--- src/rtl/list_cmd_sequencer.sv ---
// Command front-end for the list block: buffers commands in a small FIFO, issues them
// one at a time, and returns each list result in order with a watchdog abort.
module list_cmd_sequencer #(
  parameter int DATA_WIDTH     = 8,
  parameter int LENGTH         = 8,
  parameter int CMD_DEPTH      = 4,
  parameter int TIMEOUT_CYCLES = 1024,
  localparam int LENGTH_WIDTH  = $clog2(LENGTH),
  localparam int RESULT_WIDTH  = DATA_WIDTH + LENGTH_WIDTH,
  localparam int COUNT_WIDTH   = $clog2(CMD_DEPTH) + 1
) (
  input  logic                    clk,
  input  logic                    rst,
  input  logic                    cmd_valid,
  output logic                    cmd_ready,
  input  logic [2:0]              cmd_op,
  input  logic [LENGTH_WIDTH-1:0] cmd_index,
  input  logic [DATA_WIDTH-1:0]   cmd_data,
  output logic [2:0]              list_op_sel,
  output logic                    list_op_en,
  output logic [LENGTH_WIDTH-1:0] list_index_in,
  output logic [DATA_WIDTH-1:0]   list_data_in,
  input  logic [RESULT_WIDTH-1:0] list_data_out,
  input  logic                    list_op_done,
  input  logic                    list_op_error,
  output logic                    rsp_valid,
  input  logic                    rsp_ready,
  output logic [2:0]              rsp_op,
  output logic [RESULT_WIDTH-1:0] rsp_data,
  output logic                    rsp_error,
  output logic                    rsp_timeout,
  output logic [COUNT_WIDTH-1:0]  fifo_count,
  output logic                    busy
);

  localparam int PTR_WIDTH   = (CMD_DEPTH > 1) ? $clog2(CMD_DEPTH) : 1;
  localparam int ENTRY_WIDTH = 3 + LENGTH_WIDTH + DATA_WIDTH;
  localparam int WDOG_WIDTH  = (TIMEOUT_CYCLES > 1) ? $clog2(TIMEOUT_CYCLES) : 1;
  localparam logic [WDOG_WIDTH-1:0] WDOG_LAST =
    WDOG_WIDTH'((TIMEOUT_CYCLES > 0) ? TIMEOUT_CYCLES - 1 : 0);
  localparam logic [WDOG_WIDTH-1:0] WDOG_MAX = '1;
  localparam logic [COUNT_WIDTH-1:0] FULL_COUNT = COUNT_WIDTH'(CMD_DEPTH);

  typedef enum logic [1:0] {ST_IDLE, ST_WAIT, ST_RESP} state_t;

  // Command FIFO
  logic [ENTRY_WIDTH-1:0]  fifo_mem [CMD_DEPTH];
  logic [PTR_WIDTH-1:0]    wr_ptr_reg;
  logic [PTR_WIDTH-1:0]    rd_ptr_reg;
  logic [COUNT_WIDTH-1:0]  count_reg;
  logic                    push;
  logic                    pop;
  logic [2:0]              head_op;
  logic [LENGTH_WIDTH-1:0] head_index;
  logic [DATA_WIDTH-1:0]   head_data;

  assign cmd_ready  = (count_reg != FULL_COUNT);
  assign push       = cmd_valid && cmd_ready;
  assign fifo_count = count_reg;
  assign {head_op, head_index, head_data} = fifo_mem[rd_ptr_reg];

  always_ff @(posedge clk) begin
    if (push) begin
      fifo_mem[wr_ptr_reg] <= {cmd_op, cmd_index, cmd_data};
    end
  end

  always_ff @(posedge clk or posedge rst) begin
    if (rst) begin
      wr_ptr_reg <= '0;
      rd_ptr_reg <= '0;
      count_reg  <= '0;
    end else begin
      if (push) wr_ptr_reg <= wr_ptr_reg + PTR_WIDTH'(1);
      if (pop)  rd_ptr_reg <= rd_ptr_reg + PTR_WIDTH'(1);
      case ({push, pop})
        2'b10:   count_reg <= count_reg + COUNT_WIDTH'(1);
        2'b01:   count_reg <= count_reg - COUNT_WIDTH'(1);
        default: count_reg <= count_reg;
      endcase
    end
  end

  // Issue / response FSM; every list-facing and response output is a register
  state_t                  state_reg, state_next;
  logic [2:0]              op_sel_reg, op_sel_next;
  logic                    op_en_reg, op_en_next;
  logic [LENGTH_WIDTH-1:0] index_reg, index_next;
  logic [DATA_WIDTH-1:0]   data_reg, data_next;
  logic                    rsp_valid_reg, rsp_valid_next;
  logic [2:0]              rsp_op_reg, rsp_op_next;
  logic [RESULT_WIDTH-1:0] rsp_data_reg, rsp_data_next;
  logic                    rsp_error_reg, rsp_error_next;
  logic                    rsp_timeout_reg, rsp_timeout_next;
  logic [WDOG_WIDTH-1:0]   wdog_reg, wdog_next;
  logic                    wdog_expired;

  assign wdog_expired = (TIMEOUT_CYCLES != 0) && (wdog_reg == WDOG_LAST);

  always_comb begin
    state_next       = state_reg;
    op_sel_next      = op_sel_reg;
    op_en_next       = op_en_reg;
    index_next       = index_reg;
    data_next        = data_reg;
    rsp_valid_next   = rsp_valid_reg;
    rsp_op_next      = rsp_op_reg;
    rsp_data_next    = rsp_data_reg;
    rsp_error_next   = rsp_error_reg;
    rsp_timeout_next = rsp_timeout_reg;
    wdog_next        = wdog_reg;
    pop              = 1'b0;
    case (state_reg)
      ST_IDLE: begin
        if (count_reg != '0) begin
          pop         = 1'b1;
          op_sel_next = head_op;
          index_next  = head_index;
          data_next   = head_data;
          op_en_next  = 1'b1;
          wdog_next   = '0;
          state_next  = ST_WAIT;
        end
      end
      ST_WAIT: begin
        // A completion in the same cycle as the watchdog expiring still counts as success
        if (list_op_done) begin
          rsp_data_next    = list_data_out;
          rsp_error_next   = list_op_error;
          rsp_op_next      = op_sel_reg;
          rsp_timeout_next = 1'b0;
          op_en_next       = 1'b0;
          rsp_valid_next   = 1'b1;
          state_next       = ST_RESP;
        end else if (wdog_expired) begin
          rsp_data_next    = '0;
          rsp_error_next   = 1'b1;
          rsp_op_next      = op_sel_reg;
          rsp_timeout_next = 1'b1;
          op_en_next       = 1'b0;
          rsp_valid_next   = 1'b1;
          state_next       = ST_RESP;
        end else if (wdog_reg != WDOG_MAX) begin
          wdog_next = wdog_reg + WDOG_WIDTH'(1);
        end
      end
      ST_RESP: begin
        if (rsp_ready) begin
          rsp_valid_next = 1'b0;
          state_next     = ST_IDLE;
        end
      end
      default: state_next = ST_IDLE;
    endcase
  end

  always_ff @(posedge clk or posedge rst) begin
    if (rst) begin
      state_reg       <= ST_IDLE;
      op_sel_reg      <= '0;
      op_en_reg       <= 1'b0;
      index_reg       <= '0;
      data_reg        <= '0;
      rsp_valid_reg   <= 1'b0;
      rsp_op_reg      <= '0;
      rsp_data_reg    <= '0;
      rsp_error_reg   <= 1'b0;
      rsp_timeout_reg <= 1'b0;
      wdog_reg        <= '0;
    end else begin
      state_reg       <= state_next;
      op_sel_reg      <= op_sel_next;
      op_en_reg       <= op_en_next;
      index_reg       <= index_next;
      data_reg        <= data_next;
      rsp_valid_reg   <= rsp_valid_next;
      rsp_op_reg      <= rsp_op_next;
      rsp_data_reg    <= rsp_data_next;
      rsp_error_reg   <= rsp_error_next;
      rsp_timeout_reg <= rsp_timeout_next;
      wdog_reg        <= wdog_next;
    end
  end

  assign list_op_sel   = op_sel_reg;
  assign list_op_en    = op_en_reg;
  assign list_index_in = index_reg;
  assign list_data_in  = data_reg;
  assign rsp_valid     = rsp_valid_reg;
  assign rsp_op        = rsp_op_reg;
  assign rsp_data      = rsp_data_reg;
  assign rsp_error     = rsp_error_reg;
  assign rsp_timeout   = rsp_timeout_reg;
  assign busy          = (state_reg != ST_IDLE) || (count_reg != '0);

endmodule

--- config.mk ---
export PLATFORM = sky130hd
export DESIGN_NAME = list_cmd_sequencer
export DESIGN_NICKNAME = d
export VERILOG_FILES = /design/src/rtl/list_cmd_sequencer.sv
export SDC_FILE = /design/constraint.sdc
export NUM_CORES = 1
export LEC_CHECK = 0
export ABC_CLOCK_PERIOD_IN_PS = 5800
export CORE_ASPECT_RATIO = 1.75
export CORE_MARGIN = 10
export CORE_UTILIZATION = 35
export DETAILED_ROUTE_END_ITERATION = 10
export GPL_ROUTABILITY_DRIVEN = 0
export GPL_TIMING_DRIVEN = 0
export HOLD_SLACK_MARGIN = 0.12
export PLACE_DENSITY = 0.54
export RECOVER_POWER = 25
export SETUP_SLACK_MARGIN = 0.05
export SYNTH_ARGS = -nofsm -noshare
export SYNTH_HDL_FRONTEND = slang
export SYNTH_SLANG_ARGS = --single-unit
--- constraint.sdc ---
create_clock -name clk -period 5.8 [get_ports clk]
set_input_delay 1.74 -clock clk [delete_from_list [all_inputs] [get_ports clk]]
set_output_delay 1.74 -clock clk [all_outputs]
set_load 0.01 [all_outputs]
# Yosys cells after proc, flatten, opt, wreduce, memory -nomap -nowiden
# Memories as Yosys holds them, arrays and structs flattened. A register that Yosys moved wholly into a read port is not among the register bits.
# Cells that the tools add are included.
dict set report op_classes {
  add_sub_neg 5
  mul 0
  div_mod_pow 0
  magnitude_cmp 0
  eq_ne 13
  n_shift 0
  mux 29
  bitwise 0
  reduce_logical 15
}
# cell count
set ops {}
lappend ops {{10-bit 2-to-1 mux} 4}
lappend ops {{11-bit 2-to-1 mux} 2}
lappend ops {{10-bit one-hot mux with 2 select lines} 1}
lappend ops {{1-bit 2-to-1 mux} 12}
lappend ops {{10-bit by 1-bit adder with 10-bit output (second input constant)} 1}
lappend ops {{10-bit equality test (second input constant)} 1}
lappend ops {{10-bit inequality test (second input constant)} 1}
lappend ops {{2-bit inequality test (second input constant)} 5}
lappend ops {{2-bit nonzero test} 5}
lappend ops {{3-bit AND reduction} 3}
lappend ops {{2-bit 2-to-1 mux} 4}
lappend ops {{3-bit 2-to-1 mux} 2}
lappend ops {{3-bit inequality test (second input constant)} 2}
lappend ops {{2-bit one-hot mux with 3 select lines} 1}
lappend ops {{3-bit one-hot mux with 2 select lines} 1}
lappend ops {{5-bit AND reduction} 1}
lappend ops {{2-bit by 1-bit adder with 2-bit output (second input constant)} 2}
lappend ops {{2-bit by 1-bit equality test with 1-bit output (second input constant)} 2}
lappend ops {{2-bit equality test (second input constant)} 2}
lappend ops {{1-bit one-hot mux with 2 select lines} 2}
lappend ops {{2-bit AND reduction} 2}
lappend ops {{3-bit by 1-bit adder with 3-bit output (second input constant)} 1}
lappend ops {{3-bit nonzero test} 1}
lappend ops {{3-bit by 1-bit subtractor with 3-bit output (second input constant)} 1}
lappend ops {{other kinds (3)} 3}
dict set report word_totals {
  reg_bits 37
  latchBits 0
  ram_bits 56
  rom_bits 0
  inputBits 31
  output_inout_bits 37
  wordCells 74
  n_memories 1
}
# memory depth word_bits rd rd_ports_with_merged_regs write_ports line_no
set mem_list {}
lappend mem_list {fifo_mem 4 14 1 1 1 47} ;# logic [ENTRY_WIDTH-1:0] fifo_mem [CMD_DEPTH];

# Logic depth before layout (Yosys ltp)
# Gate-level depths: netlist of the first run.
dict set report logic_depth {
  depth_word 5
  mapped_depth 12
  mapped_depth_nobuf 10
}

# Worst setup path before layout of the first run
# Ideal clock, no wire load.
dict set report synth_timing {
  path_kind {input-to-reg}
  startpoint {in cmd_valid}
  endpoint {reg count_reg[2] (netlist: fifo_count[2])}
  setup_ps 79
  arrival_time_ps 2907
  t_required_ps 5721
  slack_ps 2814
  stages 8
  n_path_buf 0
  cell_sequence {and2_1 inv_1 ha_1 inv_1 fa_1 xor2_1 nor2_1 xor2_1}
}
dict set report synth_via {
  elab_chain_cells 3
  elab_cells_between_ends 5
  cone_classes {2 x eq/ne; 1 x mux; 2 x reduce/logical}
}
# element line_no
set synth_rtl {}
lappend synth_rtl {{start, declared} 14} ;# input logic cmd_valid,
lappend synth_rtl {{1-bit logical AND (*)} 58} ;# assign push = cmd_valid && cmd_ready;
lappend synth_rtl {{2-bit by 1-bit equality test with 1-bit output / 2-bit equality test (equally long branches)} 76} ;# case ({push, pop})
lappend synth_rtl {{3-bit one-hot mux with 2 select lines / 2-bit nonzero test (equally long branches)} -}
lappend synth_rtl {{end signal, assigned} 77} ;# 2'b10: count_reg <= count_reg + COUNT_WIDTH'(1);
lappend synth_rtl {{end signal, assigned} 78} ;# 2'b01: count_reg <= count_reg - COUNT_WIDTH'(1);
lappend synth_rtl {{end signal, assigned} 79} ;# default: count_reg <= count_reg;
lappend synth_rtl {{end, declared} 50} ;# logic [COUNT_WIDTH-1:0] count_reg;
# Mark *: on every way between the ends. The rest lies on a longest branch, timed or not.
# A chain may end at the register's enable or synchronous reset.

# Worst setup path after layout of the first run
dict set report layout_timing {
  startpoint {reg count_reg[0] (netlist: fifo_count[0])}
  endpoint {out cmd_ready}
}
dict set report layout_via {
  elab_chain_cells 1
}
# element line_no
set layout_rtl {}
lappend layout_rtl {{3-bit inequality test} 57} ;# assign cmd_ready = (count_reg != FULL_COUNT);
lappend layout_rtl {{end, declared} 15} ;# output logic cmd_ready,
# Every way passes these cells.

==> impl_metrics.yaml, run 1 <==
clock_tree:
  cts.clk_slew.worst_paths_ns: 0.08
  clock_latency_ns: 0.34
  cts.sinks: 107
  cts_resized: 0
  cts_buffers: 9
  cts_setup_buffers: 0
  cts_hold_buf: 0
  cts.htree.levels: 3
  cts_root_buffer: "clkbuf_16"
  cts_tree: "built"
  clock_path_buffers: 2
synthesis:
  yosys_warnings: 0
  syn_nets: 328
  avgSynthCellArea_um2: 14.8
  ys_ff_latch: 107
  synth_cell_types: 40
  synthTopCellsByArea: "edfxtp_1, dfrtp_1, mux4_2, nand2_1, a22o_1"
  synth_top_area_share_pct: 39.1
  yosysTopAreaCell: "edfxtp_1"
  synth_cells: 290
  ys.flop_type: "edfxtp_1"
  synth_edf_count: 56
  yosysSeqAreaShare_pct: 68.9
  synth-async-reset-ratio_pct: 47.7
  netlist_area_um2: 4300
global_route:
  grt_antenna_before_repair: 0
  use_met3_pct: 2.59
  grt_start_max_net_pins: 30
  grt_use_total_pct: 10.6
  grt.met1_usage_pct: 12.1
  grt.overflow.total: 0
  use_met2_pct: 18.2
  first_global_vias: 2678
  top_usage_layer: "met2"
  grt_pass1_wl_mm: 14.7
power:
  ir_drop_v: 0.000172
  power_mw: 2.89
  power_density_nw_per_um2: 526
  p_leak_nw: 2.20
timing:
  drv_slew: 0
  skew_ns: 0.00747
  fin_setup_tns_ns: 0
  layout_worst_path_cycle_share_pct: 57.2
  grt_setup_unrepaired: "false"
  slew_headroom_pct: 46.6
  period_minus_slack_ns: 3.31
  finalSetupViolations: 0
  max_freq_ghz: 0.302
  hold_viol_final: 0
  final.setup.worst_slack_ns: 2.49
  worstMarginPinSlew_ns: 0.800
die:
  core_um2: 12000
  io_pins: 68
  dieHeight_um: 167
  dieArea_um2: 17300
  die_w_um: 104
  rows: 53
  start_util_pct: 35.8
drt:
  wl_per_cell_um: 16.7
  drcViolationCount: 0
  vias: 2542
  ant_nets: 0
  postRouteWirelength_mm: 8.99
  drt-pass1-iter-count: 4
  viasPerCell: 4.72
  drtIter0Drc: 90
placed_design:
  dp_slack_ns: 2.22
  place_hpwl_mm: 6.58
  io_buffers: 67
  placed_cell_area_um2: 5190
worst_setup_path:
  path_cells: "inv_1 > nand3_1 > clkdlybuf4s50_1"
  crit_path_max_incr_delay_ns: 0.57
  critPathKind: "flop to output port"
  cp_slowest_cell: "clkdlybuf4s50_1"
  timing.rr.start: "state_reg[0]$_DFFE_PP0P_"
  r2r_slack_ns: 2.72
  worst-path-buf-inv: 2
  cp_top_family: "buffers and inverters"
  required_ns: 4.06
  start_kind: "flop"
  worstSetupStartpoint: "fifo_count[0]$_DFFE_PP0P_"
  end_kind: "output port"
  path_max_fanout: 6
  cp_data_arrival_time_ns: 1.57
finish:
  num-fill-cells: 1077
  drive_above_1_share_pct: 11.5
  post-route-util_pct: 45.8
  final_nets: 407
  area_delta_synth_final_pct: 28.1
  stdcell_area_um2: 5500
  final_common_cell: "edfxtp_1"
  largest_register_ffs: 56
  mostFrequentLayoutCells: "edfxtp_1, clkdlybuf4s50_1, nand2_1"
  antenna-diode-count: 0
status:
  status: "finished clean"
min_path:
  hp-class: "flop to flop"
  worstHoldStart: "list_index_in[2]$_DFFE_PP0P_"
job:
  max_cap_viol_count: 0
-- cell type report --
type	count	area (um^2)	area share, %
clock inverter	7	90.1	1.64
multi-input combinational	157	1220	22.1
clock buffer	9	225	4.09
tap	165	206	3.75
timing repair buffer	68	691	12.6
buffer	11	57.6	1.05
sequential	107	2960	53.8
inverter	15	56.3	1.02
-- synthesized netlist by cell type, types with 2 or more instances --
cell type / instances
a21o_1: 2
a21oi_1: 3
a22o_1: 11
a31oi_1: 8
and2_1: 2
and3_1: 5
and4_1: 2
buf_2: 5
buf_6: 2
clkbuf_1: 4
dfrtp_1: 51
edfxtp_1: 56
ha_1: 6
inv_1: 13
inv_2: 2
mux2_4: 3
mux2i_1: 3
mux4_2: 14
nand2_1: 54
nand2b_1: 3
nand3_1: 4
nor2_1: 7
nor3_1: 4
o21a_1: 2
o21ai_0: 5
xnor2_1: 4
xor2_1: 2
-- routing by layer --
metal | vias to the layer above | wire length (um)
li1 | 1216 | -
met1 | 1250 | 3750
met2 | 66 | 4720
met3 | 10 | 367
met4 | 0 | 155
met5 | - | 0
-- kinds of logic (layout without fill, tap and decap cells) --
kind of cell | Yosys count | in the layout | share of synthesized area (%)
DFF | 107 | 107 | 68.9
and+or+nand+nor | 87 | 87 | 9.55
AOI/OAI and AO/OA | 36 | 36 | 6.03
buffers and inverters | 26 | 110 | 2.77
muxes | 21 | 21 | 9.35
adders and majority gates | 7 | 7 | 2.21
xor gates and xnor gates | 6 | 6 | 1.22
-- through the flow --
stage | instances | hold WS [ns]
floorplan | 290 | 0.498
global placement | 522 | 0.462
detailed placement | 523 | 0.465
CTS | 539 | 0.482
global route | 539 | 0.502
finish | 539 | 0.479
-- report_power, final --
group | internal, mW | switching [mW]
combinational | 0.534 | 0.531
clock | 0.346 | 0.287
sequential | 1.05 | 0.144
-- worst min-delay path, cell delays in order (launching register included) --
cell	delay (ns)
dfrtp_1	0.34
nand2_1	0.05
nand2_1	0.05
-- worst paths after layout --
path | end | depth (start not counted)
min in group asynchronous | rsp_op[1]$_DFFE_PP0P_ | 2
setup / recovery | cmd_ready | 3
max in group asynchronous | list_data_in[1]$_DFFE_PP0P_ | 3
setup reg to reg | fifo_count[2]$_DFFE_PP0P_ | 12
hold / removal | list_index_in[2]$_DFFE_PP0P_ | 2
hold reg to reg | list_index_in[2]$_DFFE_PP0P_ | 2
Note: power is estimated with default switching activity, not from simulation.
==> run 2: changes to the inputs <==
--- a/config.mk
+++ b/config.mk
@@ -5,7 +5,7 @@
 export SDC_FILE = /design/constraint.sdc
 export NUM_CORES = 1
 export LEC_CHECK = 0
-export ABC_CLOCK_PERIOD_IN_PS = 5800
+export ABC_CLOCK_PERIOD_IN_PS = 3300
 export CORE_ASPECT_RATIO = 1.75
 export CORE_MARGIN = 10
 export CORE_UTILIZATION = 35
==> constraint.sdc (replaced) <==
create_clock -name clk -period 3.3 [get_ports clk]
set_input_delay 0.99 -clock clk [delete_from_list [all_inputs] [get_ports clk]]
set_output_delay 0.99 -clock clk [all_outputs]
set_load 0.01 [all_outputs]
==> run 2 against run 1 <==
Against the previous run:
- clock-buffer cell count stayed put
- via count is 0.12% higher
- clock power is 75% higher
- core utilization hardly changed
- sequential share of layout area hardly changed
- die area stayed put
- clock skew hardly changed
- wire length hardly changed
- non-clock buffer count stayed put
- cell count stayed put
- first-iteration DRC count is 2.2% higher
- critical endpoint is now fifo_count[2]$_DFFE_PP0P_
- largest power group unchanged
==> impl_metrics.yaml, run 2 (synthesized netlist as in run 1, its figures left out) <==
worst_setup_path:
  crit_path_max_incr_delay_ns: 0.47
  required_ns: 3.57
  cp_slowest_cell: "dfrtp_1"
  end_kind: "flop"
  cp_data_arrival_time_ns: 2.88
  critPathMostFrequentCell: "buf_2"
  critPathKind: "flop to flop"
  path_max_fanout: 10
  path_cells: "nor2_1 > nand2b_1 > buf_2 > inv_2 > buf_2 > buf_2 > ha_1 > inv_1 > fa_1 > xor2_1 > nor2_1 > xor2_1"
  start_kind: "flop"
clock_tree:
  cts.htree.levels: 3
  cts_tree: "built"
  cts.clk_slew.worst_paths_ns: 0.08
  cts_hold_buf: 0
  clock_latency_ns: 0.34
  cts.sinks: 107
  cts_root_buffer: "clkbuf_16"
  clock_path_buffers: 2
  cts_resized: 0
  cts_buffers: 9
  cts_setup_buffers: 0
finish:
  drive_above_1_share_pct: 12.3
  mostFrequentLayoutCells: "edfxtp_1, nand2_1, clkdlybuf4s50_1"
  post-route-util_pct: 45.9
  area_delta_synth_final_pct: 28.2
  largest_register_ffs: 56
  final_cells: 539
  antenna-diode-count: 0
  final_nets: 407
  stdcell_area_um2: 5510
  num-fill-cells: 1075
  final_common_cell: "edfxtp_1"
placed_design:
  placed_cell_area_um2: 5190
  io_buffers: 67
  dp_slack_ns: 0.473
  place_hpwl_mm: 6.58
  dp.cells: 523
status:
  status: "finished clean"
drt:
  drcViolationCount: 0
  postRouteWirelength_mm: 8.99
  vias: 2545
  wl_per_cell_um: 16.7
  drt-pass1-iter-count: 4
  drtIter0Drc: 92
  ant_nets: 0
  viasPerCell: 4.72
power:
  ir_drop_v: 0.000303
  power_mw: 5.09
  p_leak_nw: 2.21
  power_density_nw_per_um2: 925
die:
  start_util_pct: 35.8
  core_um2: 12000
  rows: 53
  dieArea_um2: 17300
  io_pins: 68
  die_w_um: 104
  dieHeight_um: 167
job:
  max_cap_viol_count: 0
timing:
  period_minus_slack_ns: 2.61
  grt_setup_unrepaired: "false"
  holdWs_ns: 0.479
  fin_setup_tns_ns: 0
  drv_slew: 0
  worstMarginPinSlew_ns: 0.945
  skew_ns: 0.00735
  hold_viol_final: 0
  layout_worst_path_cycle_share_pct: 79.0
  finalSetupViolations: 0
  max_freq_ghz: 0.383
  slew_headroom_pct: 37.0
  final.setup.worst_slack_ns: 0.692
min_path:
  hp-class: "flop to flop"
global_route:
  grt.overflow.total: 0
  first_global_vias: 2678
  grt_pass1_wl_mm: 14.7
  grt_antenna_before_repair: 0
  grt_start_max_net_pins: 30
  grt_use_total_pct: 10.6
run 2: metal layers:
layer | up-vias | track usage [%] | routed length, um
met5 | - | 0 | 0
met4 | 0 | 4.98 | 155
met3 | 10 | 2.59 | 354
met2 | 64 | 18.2 | 4710
met1 | 1254 | 12.1 | 3770
li1 | 1217 | - | -
run 2: cell type report:
type | count | area, um^2 | share of cell area (%)
Sequential cell | 107 | 2960 | 53.7
Multi-Input combinational cell | 157 | 1220 | 22.1
Timing Repair Buffer | 68 | 691 | 12.5
Clock buffer | 9 | 225 | 4.09
Tap cell | 165 | 206 | 3.75
Clock inverter | 7 | 90.1 | 1.64
Buffer | 11 | 61.3 | 1.11
Inverter | 15 | 56.3 | 1.02
run 2: report_power, final:
group / leakage, nW / internal (mW) / switching (mW)
Clock: 0.154 / 0.607 / 0.504
Sequential: 1.15 / 1.85 / 0.252
Combinational: 0.907 / 0.946 / 0.934
Total: 2.21 / 3.40 / 1.69
run 2: worst max-delay path: cells and delay by family, from the launching register on:
kind | cells | cell delay (ns)
xor gates and xnor gates | 2 | 0.30
adders and majority gates | 2 | 0.59
buffers and inverters | 5 | 0.80
DFF | 1 | 0.47
and+or+nand+nor | 3 | 0.37
run 2: final timing paths:
path | slack (ns) | to | startpoint | depth (start not counted)
min | 0.48 | list_index_in[2]$_DFFE_PP0P_ | list_index_in[2]$_DFFE_PP0P_ | 2
max in group asynchronous | 1.34 | list_data_in[1]$_DFFE_PP0P_ | rst | 3
max | 0.69 | fifo_count[2]$_DFFE_PP0P_ | state_reg[1]$_DFFE_PP0P_ | 12
min in group asynchronous | 1.30 | rsp_op[1]$_DFFE_PP0P_ | rst | 2
max reg2reg | 0.69 | fifo_count[2]$_DFFE_PP0P_ | state_reg[1]$_DFFE_PP0P_ | 12
min reg2reg | 0.48 | list_index_in[2]$_DFFE_PP0P_ | list_index_in[2]$_DFFE_PP0P_ | 2
